## src/rtl/reset_seq_pkg.sv

```systemverilog
// Shared definitions for the redundant reset sequencer: FSM state encoding and
// the bitwise majority function used by the channel voter.
package reset_seq_pkg;

    // Per-channel sequencer states.
    typedef logic [1:0] state_t;
    localparam state_t StAssert = 2'd0;
    localparam state_t StHold   = 2'd1;
    localparam state_t StSeq    = 2'd2;
    localparam state_t StRun    = 2'd3;

    // Widest vector maj3() can vote on; callers zero-extend and size-cast back.
    localparam int unsigned MajW = 64;

    // Bitwise 2-of-3 majority.
    function automatic logic [MajW-1:0] maj3(input logic [MajW-1:0] a,
                                             input logic [MajW-1:0] b,
                                             input logic [MajW-1:0] c);
        return (a & b) | (a & c) | (b & c);
    endfunction

endpackage

```

## src/rtl/tmr_voter.sv

```systemverilog
// Three-way bitwise majority voter with a disagreement flag.
module tmr_voter
    import reset_seq_pkg::*;
#(
    parameter int unsigned W = 8  // must not exceed MajW
) (
    input  logic [W-1:0] a_i,
    input  logic [W-1:0] b_i,
    input  logic [W-1:0] c_i,
    output logic [W-1:0] voted_o,
    output logic         mismatch_o
);

    // Vote each bit, then flag any copy that differs from the result.
    always_comb begin
        voted_o    = W'(maj3(MajW'(a_i), MajW'(b_i), MajW'(c_i)));
        mismatch_o = (a_i != voted_o) | (b_i != voted_o) | (c_i != voted_o);
    end

endmodule

```

## src/rtl/reset_sequencer_tmr.sv

```systemverilog
// Redundant reset generator: merges reset requests, stretches the merged reset,
// then releases NDOM domains in order. With NCH=3 the per-channel state is
// majority-voted every cycle so a single upset channel is overwritten.
module reset_sequencer_tmr
    import reset_seq_pkg::*;
#(
    parameter int unsigned NCH     = 3,
    parameter int unsigned NDOM    = 3,
    parameter int unsigned STRETCH = 16,
    parameter int unsigned GAP     = 4,
    parameter int unsigned ERRW    = 8
) (
    input  logic                 clk,
    input  logic                 rst,
    input  logic [NCH-1:0]       por_req,
    input  logic                 soft_req,
    output logic [NCH*NDOM-1:0]  rst_o,
    output logic [NCH-1:0]       ready_o,
    output logic                 err_o,
    output logic [ERRW-1:0]      err_cnt_o
);

    localparam int unsigned IW = (NDOM > 1) ? $clog2(NDOM) : 1;
    localparam int unsigned HW = (STRETCH > 1) ? $clog2(STRETCH) : 1;
    localparam int unsigned GW = (GAP > 1) ? $clog2(GAP) : 1;
    // Packed channel state: {state, idx, hold_cnt, gap_cnt}.
    localparam int unsigned W  = 2 + IW + HW + GW;

    localparam logic [HW-1:0] HoldInit = HW'(STRETCH - 1);
    localparam logic [GW-1:0] GapInit  = GW'(GAP - 1);
    localparam logic [IW-1:0] IdxLast  = IW'(NDOM - 1);
    localparam logic [W-1:0]  StInit   = {StAssert, {IW{1'b0}}, HoldInit, {GW{1'b0}}};

    logic [NCH*W-1:0] ch_all;
    logic [W-1:0]     voted;
    logic             st_mis;
    logic             por_mis;
    logic             req;

    state_t           cur_st;
    logic [IW-1:0]    cur_idx;
    logic [HW-1:0]    cur_hold;
    logic [GW-1:0]    cur_gap;

    state_t           nxt_st;
    logic [IW-1:0]    nxt_idx;
    logic [HW-1:0]    nxt_hold;
    logic [GW-1:0]    nxt_gap;
    logic [W-1:0]     nxt;
    logic [NDOM-1:0]  nxt_rst;
    logic             nxt_rdy;

    // Voting, request merge and error accounting depend on redundancy.
    if (NCH == 3) begin : g_tmr
        logic            err_q;
        logic [ERRW-1:0] err_cnt_q;

        tmr_voter #(
            .W (W)
        ) u_voter (
            .a_i        (ch_all[0 +: W]),
            .b_i        (ch_all[W +: W]),
            .c_i        (ch_all[2*W +: W]),
            .voted_o    (voted),
            .mismatch_o (st_mis)
        );

        assign req     = (por_req[0] & por_req[1]) | (por_req[0] & por_req[2]) |
                         (por_req[1] & por_req[2]) | soft_req;
        assign por_mis = (|por_req) & ~(&por_req);

        // Sticky flag and saturating count of disagreement cycles.
        always_ff @(posedge clk) begin
            if (rst) begin
                err_q     <= 1'b0;
                err_cnt_q <= '0;
            end else if (st_mis | por_mis) begin
                err_q <= 1'b1;
                if (err_cnt_q != {ERRW{1'b1}}) begin
                    err_cnt_q <= err_cnt_q + 1'b1;
                end
            end
        end

        assign err_o     = err_q;
        assign err_cnt_o = err_cnt_q;
    end else begin : g_single
        assign voted     = ch_all[W-1:0];
        assign st_mis    = 1'b0;
        assign por_mis   = 1'b0;
        assign req       = por_req[0] | soft_req;
        assign err_o     = 1'b0;
        assign err_cnt_o = '0;
    end

    assign cur_st   = voted[W-1 -: 2];
    assign cur_idx  = voted[HW+GW +: IW];
    assign cur_hold = voted[GW +: HW];
    assign cur_gap  = voted[0 +: GW];

    // Next state from the voted state; any request restarts from ASSERT.
    always_comb begin
        nxt_st   = cur_st;
        nxt_idx  = cur_idx;
        nxt_hold = cur_hold;
        nxt_gap  = cur_gap;
        if (req) begin
            nxt_st   = StAssert;
            nxt_idx  = '0;
            nxt_hold = HoldInit;
            nxt_gap  = '0;
        end else begin
            case (cur_st)
                StAssert: begin
                    nxt_st   = StHold;
                    nxt_idx  = '0;
                    nxt_hold = HoldInit;
                    nxt_gap  = '0;
                end
                StHold: begin
                    if (cur_hold == '0) begin
                        nxt_st  = StSeq;
                        nxt_idx = '0;
                        nxt_gap = GapInit;
                    end else begin
                        nxt_hold = cur_hold - 1'b1;
                    end
                end
                StSeq: begin
                    if (cur_gap == '0) begin
                        if (cur_idx == IdxLast) begin
                            nxt_st = StRun;
                        end else begin
                            nxt_idx = cur_idx + 1'b1;
                            nxt_gap = GapInit;
                        end
                    end else begin
                        nxt_gap = cur_gap - 1'b1;
                    end
                end
                StRun: begin
                    nxt_st = StRun;
                end
                default: begin
                    nxt_st   = StAssert;
                    nxt_idx  = '0;
                    nxt_hold = HoldInit;
                    nxt_gap  = '0;
                end
            endcase
        end
    end

    assign nxt = {nxt_st, nxt_idx, nxt_hold, nxt_gap};

    // Decode outputs from the next state so the output registers line up with the state.
    always_comb begin
        nxt_rst = '1;
        for (int unsigned d = 0; d < NDOM; d++) begin
            nxt_rst[d] = !((nxt_st == StRun) || ((nxt_st == StSeq) && (IW'(d) <= nxt_idx)));
        end
        nxt_rdy = (nxt_st == StRun);
    end

    for (genvar c = 0; c < NCH; c++) begin : g_ch
        logic [W-1:0]    ch_q;
        logic [NDOM-1:0] rst_q;
        logic            rdy_q;

        // Every channel reloads from the voted next state, scrubbing any upset copy.
        always_ff @(posedge clk) begin
            if (rst) begin
                ch_q  <= StInit;
                rst_q <= '1;
                rdy_q <= 1'b0;
            end else begin
                ch_q  <= nxt;
                rst_q <= nxt_rst;
                rdy_q <= nxt_rdy;
            end
        end

        assign ch_all[c*W +: W]        = ch_q;
        assign rst_o[c*NDOM +: NDOM]   = rst_q;
        assign ready_o[c]              = rdy_q;
    end

endmodule

```

## config.mk

```make
export PLATFORM = sky130hd
export DESIGN_NAME = reset_sequencer_tmr
export DESIGN_NICKNAME = d
export VERILOG_FILES = /design/src/rtl/reset_seq_pkg.sv /design/src/rtl/tmr_voter.sv /design/src/rtl/reset_sequencer_tmr.sv
export SDC_FILE = /design/constraint.sdc
export NUM_CORES = 1
export LEC_CHECK = 0
export BUFFER_PORTS_ARGS = -buffer_cell sky130_fd_sc_hd__buf_2
export CAP_MARGIN = 20
export CORE_ASPECT_RATIO = 1.4
export CORE_MARGIN = 2
export CORE_UTILIZATION = 35
export DETAILED_ROUTE_END_ITERATION = 10
export MAX_ROUTING_LAYER = met4
export PLACE_DENSITY = 0.53
export SLEW_MARGIN = 5
export SYNTH_ARGS = -nofsm -noshare
export SYNTH_HDL_FRONTEND = slang
export SYNTH_HIERARCHICAL = 1
export SYNTH_SLANG_ARGS = --single-unit
export TNS_END_PERCENT = 100
```

## constraint.sdc

```tcl
create_clock -name clk -period 2.2 [get_ports clk]
set_input_delay 0.44 -clock clk [delete_from_list [all_inputs] [get_ports clk]]
set_output_delay 0.44 -clock clk [all_outputs]
set_load 0.05 [all_outputs]
```

# [Word-level counts from Yosys, hierarchy flattened]
# Index checks and enable logic that the tools add are counted.
# Widths: inputs -> output; s select.
[totals] regBits=23 input_bits=6 wordCells=65
[classes] add_sub_neg=4 n_lt_le_gt_ge=3 eq_ne=8 mux=16 bitwise=12 reduce_logical=16
[op_table] op="$mux 2" n=11
[op_table] op="$or 10x10->10" n=2
[op_table] op="$pmux 2 s3" n=2
[op_table] op="$and 10x10->10" n=1
[op_table] op="$eq 2x2->1 const B" n=5
[op_table] op="$ne 10x10->1" n=1
[op_table] op="$add 8x1->8 const B" n=1
[op_table] op="$ne 8x8->1 const B" n=1
[op_table] op="$pmux 2 s4" n=1
[op_table] op="$pmux 4 s2" n=1
[op_table] op="$and 1x1->1" n=4
[op_table] op="$le 1x2->1 const A" n=2
[op_table] op="$logic_not 2->1" n=2
[op_table] op="$logic_not 4->1" n=1
[op_table] op="$mux 4" n=1
[op_table] op="$or 1x1->1" n=4
[op_table] op="$sub 4x1->4 const B" n=1
[op_table] op="$logic_and 1x1->1" n=3
[op_table] op="$logic_not 1->1" n=3
[op_table] op="$logic_or 1x1->1" n=3
[op_table] op="$reduce_and 3->1" n=1
[op_table] op="$reduce_or 3->1" n=1
[op_table] op="$add 2x1->2 const B" n=1
[op_table] op="$eq 2x1->1 const B" n=1
[op_table] op="other kinds (5)" n=5

# [Logic depth before layout (Yosys ltp)]
[depth] ltp_word=12 ltp_mapped=8

# [By module]
# Netlist, hierarchy kept.
[modules_own_cells] module="reset_sequencer_tmr" instances=1 cells_each=140 area_per_inst_um2=1277.5
[modules_own_cells] module="tmr_voter" instances=1 cells_each=50 area_per_inst_um2=301.5

# [Least setup slack after synthesis]
# OpenSTA, ideal clock, no wires.
[synth_timing] kind="register to register" start="register g_ch[2].ch_q[7]" end="register g_tmr.err_cnt_q[5] (netlist: err_cnt_o[5])" arrival_time_ns=2.099 t_required_ns=2.127 path_slack_ns=0.028 path_stages_with_launch=8 path_buffers=0 synth_period_minus_slack_ns=2.172 cell_sequence="dfxtp_1 nor2_2 a222oi_1 nand4_1 or4_1 a21o_1 and4_1 nor3_2"
[synth_between] elab_chain_len=6
[synth_lines] element="start: declaration" line="reset_sequencer_tmr.sv:166" source="logic [W-1:0] ch_q;"
[synth_lines] element="start signal: assignment" line="reset_sequencer_tmr.sv:173" source="ch_q <= StInit;"
[synth_lines] element="start signal: assignment" line="reset_sequencer_tmr.sv:177" source="ch_q <= nxt;"
[synth_lines] element="$and 10x10->10" line="reset_seq_pkg.sv:19" source="return (a & b) | (a & c) | (b & c);"
[synth_lines] element="$or 10x10->10 (2 in a row)" line="reset_seq_pkg.sv:19"
[synth_lines] element="$ne 10x10->1 (*)" line="tmr_voter.sv:17" source="mismatch_o = (a_i != voted_o) | (b_i != voted_o) | (c_i != voted_o);"
[synth_lines] element="net st_mis" line="reset_sequencer_tmr.sv:36" source="logic st_mis;"
[synth_lines] element="$or 1x1->1 (*)" line="reset_sequencer_tmr.sv:77" source="end else if (st_mis | por_mis) begin"
[synth_lines] element="$reduce_and 2->1 (no line) (*)"
[synth_lines] element="end signal: assignment" line="reset_sequencer_tmr.sv:80" source="err_cnt_q <= err_cnt_q + 1'b1;"
[synth_lines] element="end: declaration" line="reset_sequencer_tmr.sv:56" source="logic [ERRW-1:0] err_cnt_q;"
# Mark *: on every way through the listed nets, which the timed path passes. The rest lies on a longest branch.
# A chain may end at the register's enable or synchronous reset.

# [Worst setup path in the final report]
[layout_timing] start="register g_ch[2].ch_q[9]" end="register g_tmr.err_cnt_q[5] (netlist: err_cnt_o[5])"
# Same word-level chain as after synthesis.

==> flow_summary.yaml <==
sta:
  worst_pin_slew_ns: 0.4657
  finalCriticalPeriod_ns: 2.145
  setup_viol: 0
  min_period_over_period_pct: 97.48
  final_max_slew_viol_count: 0
  finalHoldViolCount: 0
  slew_headroom_pct: 68.72
  fmax_mhz: 466.3
  rsz0062_at_grt: "yes"
  skew_ns: 0.006088
detailed_routing:
  wl_per_cell_um: 12.23
  via_per_inst: 5.011
  dr.pass1.iters: 6
  via_count: 1418
  drcViolationCount: 0
  drt_iter0_markers: 55
  finalWirelength_um: 3462
  ant_nets: 0
pwr:
  power_density_nw_per_um2: 431.5
  ir_drop_uv: 186.7
  power.leakage_nw: 0.7015
yosys:
  async_reset_ff_share_pct: 0
  ys_warn_count: 6
  synth_edf_count: 0
  synth.top_cells.by_area: "dfxtp_1, a21oi_1, o21ai_0, buf_4, nand2_1"
  synthFlopType: "dfxtp_1"
  syn_inst: 190
  synth_seq_cells: 23
  postSynthAreaPerCell_sq_um: 8.311
  synth.cell_area_sq_um: 1579
  yosys.area.top_type: "dfxtp_1"
  netlist.area_leader.share_pct: 29.16
  syn-num-nets: 200
  synth-seq-area-share_pct: 29.16
  ys_types: 56
floorplanning:
  ioPinCount: 27
  start_util_pct: 36.94
  core_sq_um: 4274
  dieArea_sq_um: 5072
  die_w_um: 60.77
  die_h_um: 83.47
  rows: 28
final_layout:
  areaGrowthSynthToFinish_pct: 20.52
  fin_util_pct: 44.53
  final_nets: 234
  fin_area_sq_um: 1903
  layout-drive-gt1-share_pct: 35.43
  diodes: 0
  nFillCells: 467
clock_tree:
  cts_tree: "yes"
  numCtsBuffers: 3
  path_clk_slew_ns: 0.09
  cts_root_buf: "clkbuf_8"
  ctsHtreeMaxLevel: 1
  cts.path.max_buffers: 2
  cts_sinks: 23
  insertion_delay_ns: 0.27
grt:
  grt_first_pass_wirelength_um: 5713
  met3_usage_pct: 2.791
  met2_usage_pct: 24.54
  busiest_layer: "met2"
  grt_max_degree: 13
  antenna_found_initial: 0
  grt_pass1_vias: 1266
  grt_usage_pct: 14.96
  use_met1_pct: 17.54
  gr-total-overflow: 0
run_status:
  status: "finished, final reports clean"
worst_setup_path:
  slowest_stage: "or4_4"
  worst-path-max-fanout: 7
  crit_chain: "buf_6, and2b_2, nor4_2, o21ai_1, or4_4, a21o_4, and4_1, nor3_2"
  critPathLaunchType: "flop"
  crit_type: "flop to flop"
  crit_path_end_kind: "flop"
  cp.required_ns: 2.41
  cpPeakStageDelay_ns: 0.59
  cp.arrival_ns: 2.35
placed_design:
  gp_congestion: 0.8553
  dp_hpwl_um: 2662
  port_buffers: 26
  dpl_cell_area_sq_um: 1778
worst_hold_path:
  hp-class: "primary input to flop"
job:
  cap_violations: 0
## through the flow
stage	setup WS (ns)	hold slack, ns	total power, W	cells	setup TNS [ns]
final	0.05547	0.4406	0.0008212	283	0
after global routing	-0.04368	0.4676	0.0008634	283	-0.1577
after CTS	0.003362	0.4433	0.0008246	282	0
after detailed placement	-0.06568	0.4833	0.0005386	277	-0.1718
after global placement	-0.02385	0.4741	0.0005383	277	-0.04470
after floorplan	0.02757	0.5568	0.0005146	190	0
## state kept, by name (all words and copies together) (netlist names)
signal / flops
err_cnt_o: 8
err_o: 1
g_ch.ch_q: 10
g_ch.rdy_q: 1
g_ch.rst_q: 3
## logic make-up (layout without fill, tap and decap cells)
family	Yosys count	after routing	share of synthesized area, %
and+or+nand+nor	83	83	32.65
AOI/OAI and AO/OA	50	51	20.68
DFF	23	23	29.16
buffers and inverters	21	53	8.716
adders and majority gates	10	10	7.053
xor gates and xnor gates	2	2	1.110
muxes	1	1	0.6339
## routing by layer
layer / vias to the layer above / routed length [um]
met4: 0 / 91
met5: - / 0
met3: 8 / 113
li1: 758 / -
met2: 23 / 1776
met1: 629 / 1481
## cell usage in the layout, fill, tap and decap left out, types with 2 or more instances in the layout
master | synthesis | final
a211oi_1 | 2 | 2
dfxtp_1 | 23 | 19
nand2b_1 | 3 | 3
buf_6 | 2 | 2
and2_2 | 3 | 3
or3_1 | 4 | 4
nor2_1 | 13 | 12
nor3_1 | 3 | 3
o31ai_1 | 3 | 3
buf_4 | 9 | 12
nor4_1 | 3 | 2
o21ai_1 | 0 | 2
nor2_2 | 2 | 2
nand3b_1 | 2 | 2
inv_1 | 9 | 9
a21oi_1 | 16 | 15
o21ai_0 | 14 | 12
nand3_1 | 7 | 7
ha_1 | 4 | 3
maj3_1 | 5 | 5
nor3_2 | 2 | 2
buf_2 | 0 | 26
clkbuf_8 | 1 | 3
nor2b_1 | 4 | 3
or3_4 | 2 | 2
a21oi_2 | 0 | 2
nand2_1 | 16 | 16
and3_2 | 3 | 3
nand4_1 | 2 | 2
or4_1 | 3 | 2
dfxtp_2 | 0 | 3
## synthesized netlist by cell type (4+ instances only)
master	instances
dfxtp_1	23
maj3_1	5
a21oi_1	16
nand2_1	16
nor2b_1	4
nor2_1	13
nand3_1	7
ha_1	4
o21ai_0	14
or3_1	4
inv_1	9
buf_4	9
## repair_timing
item	in CTS	in global routing
gates cloned	0	1
pin swaps	1	7
endpoints found under the setup margin	6	13
hold buffers	0	0
setup buffers	1	0
gates resized for setup	3	16
## worst paths after layout
check	endpoint	startpoint	slack, ns	cells after the start
hold reg to reg	err_cnt_o[4]$_SDFFE_PP0P_	err_cnt_o[4]$_SDFFE_PP0P_	0.50	2
setup reg to reg	err_cnt_o[5]$_SDFFE_PP0P_	g_ch[2].ch_q[9]$_SDFF_PP0_	0.06	8
hold / removal	g_ch[2].ch_q[4]$_SDFF_PP1_	soft_req	0.44	3
setup / recovery	err_cnt_o[5]$_SDFFE_PP0P_	g_ch[2].ch_q[9]$_SDFF_PP0_	0.06	8
## report_power, final
part	leakage (nW)	total, W	switching [W]	internal (W)
Sequential	0.187	0.000435	0.0000119	0.000423
Combinational	0.492	0.000106	0.0000681	0.0000381
Clock	0.0228	0.000280	0.000150	0.000130
## worst max-delay path: cells and delay by family (launching register included)
kind            cells  cell delay (ns)
simple gates        5             1.29
flops               1             0.37
buf+inv             1             0.09
compound gates      2             0.34
## layout make-up
class | instances | area, sq um | area share [%]
multi-input cells | 147 | 1039 | 54.57
flip-flops and latches | 23 | 467.9 | 24.59
repair buffers | 40 | 242.7 | 12.75
well taps | 60 | 75.07 | 3.945
clock buffers | 4 | 45.04 | 2.367
inverters | 9 | 33.78 | 1.775
(Power assumes the default switching activity.)
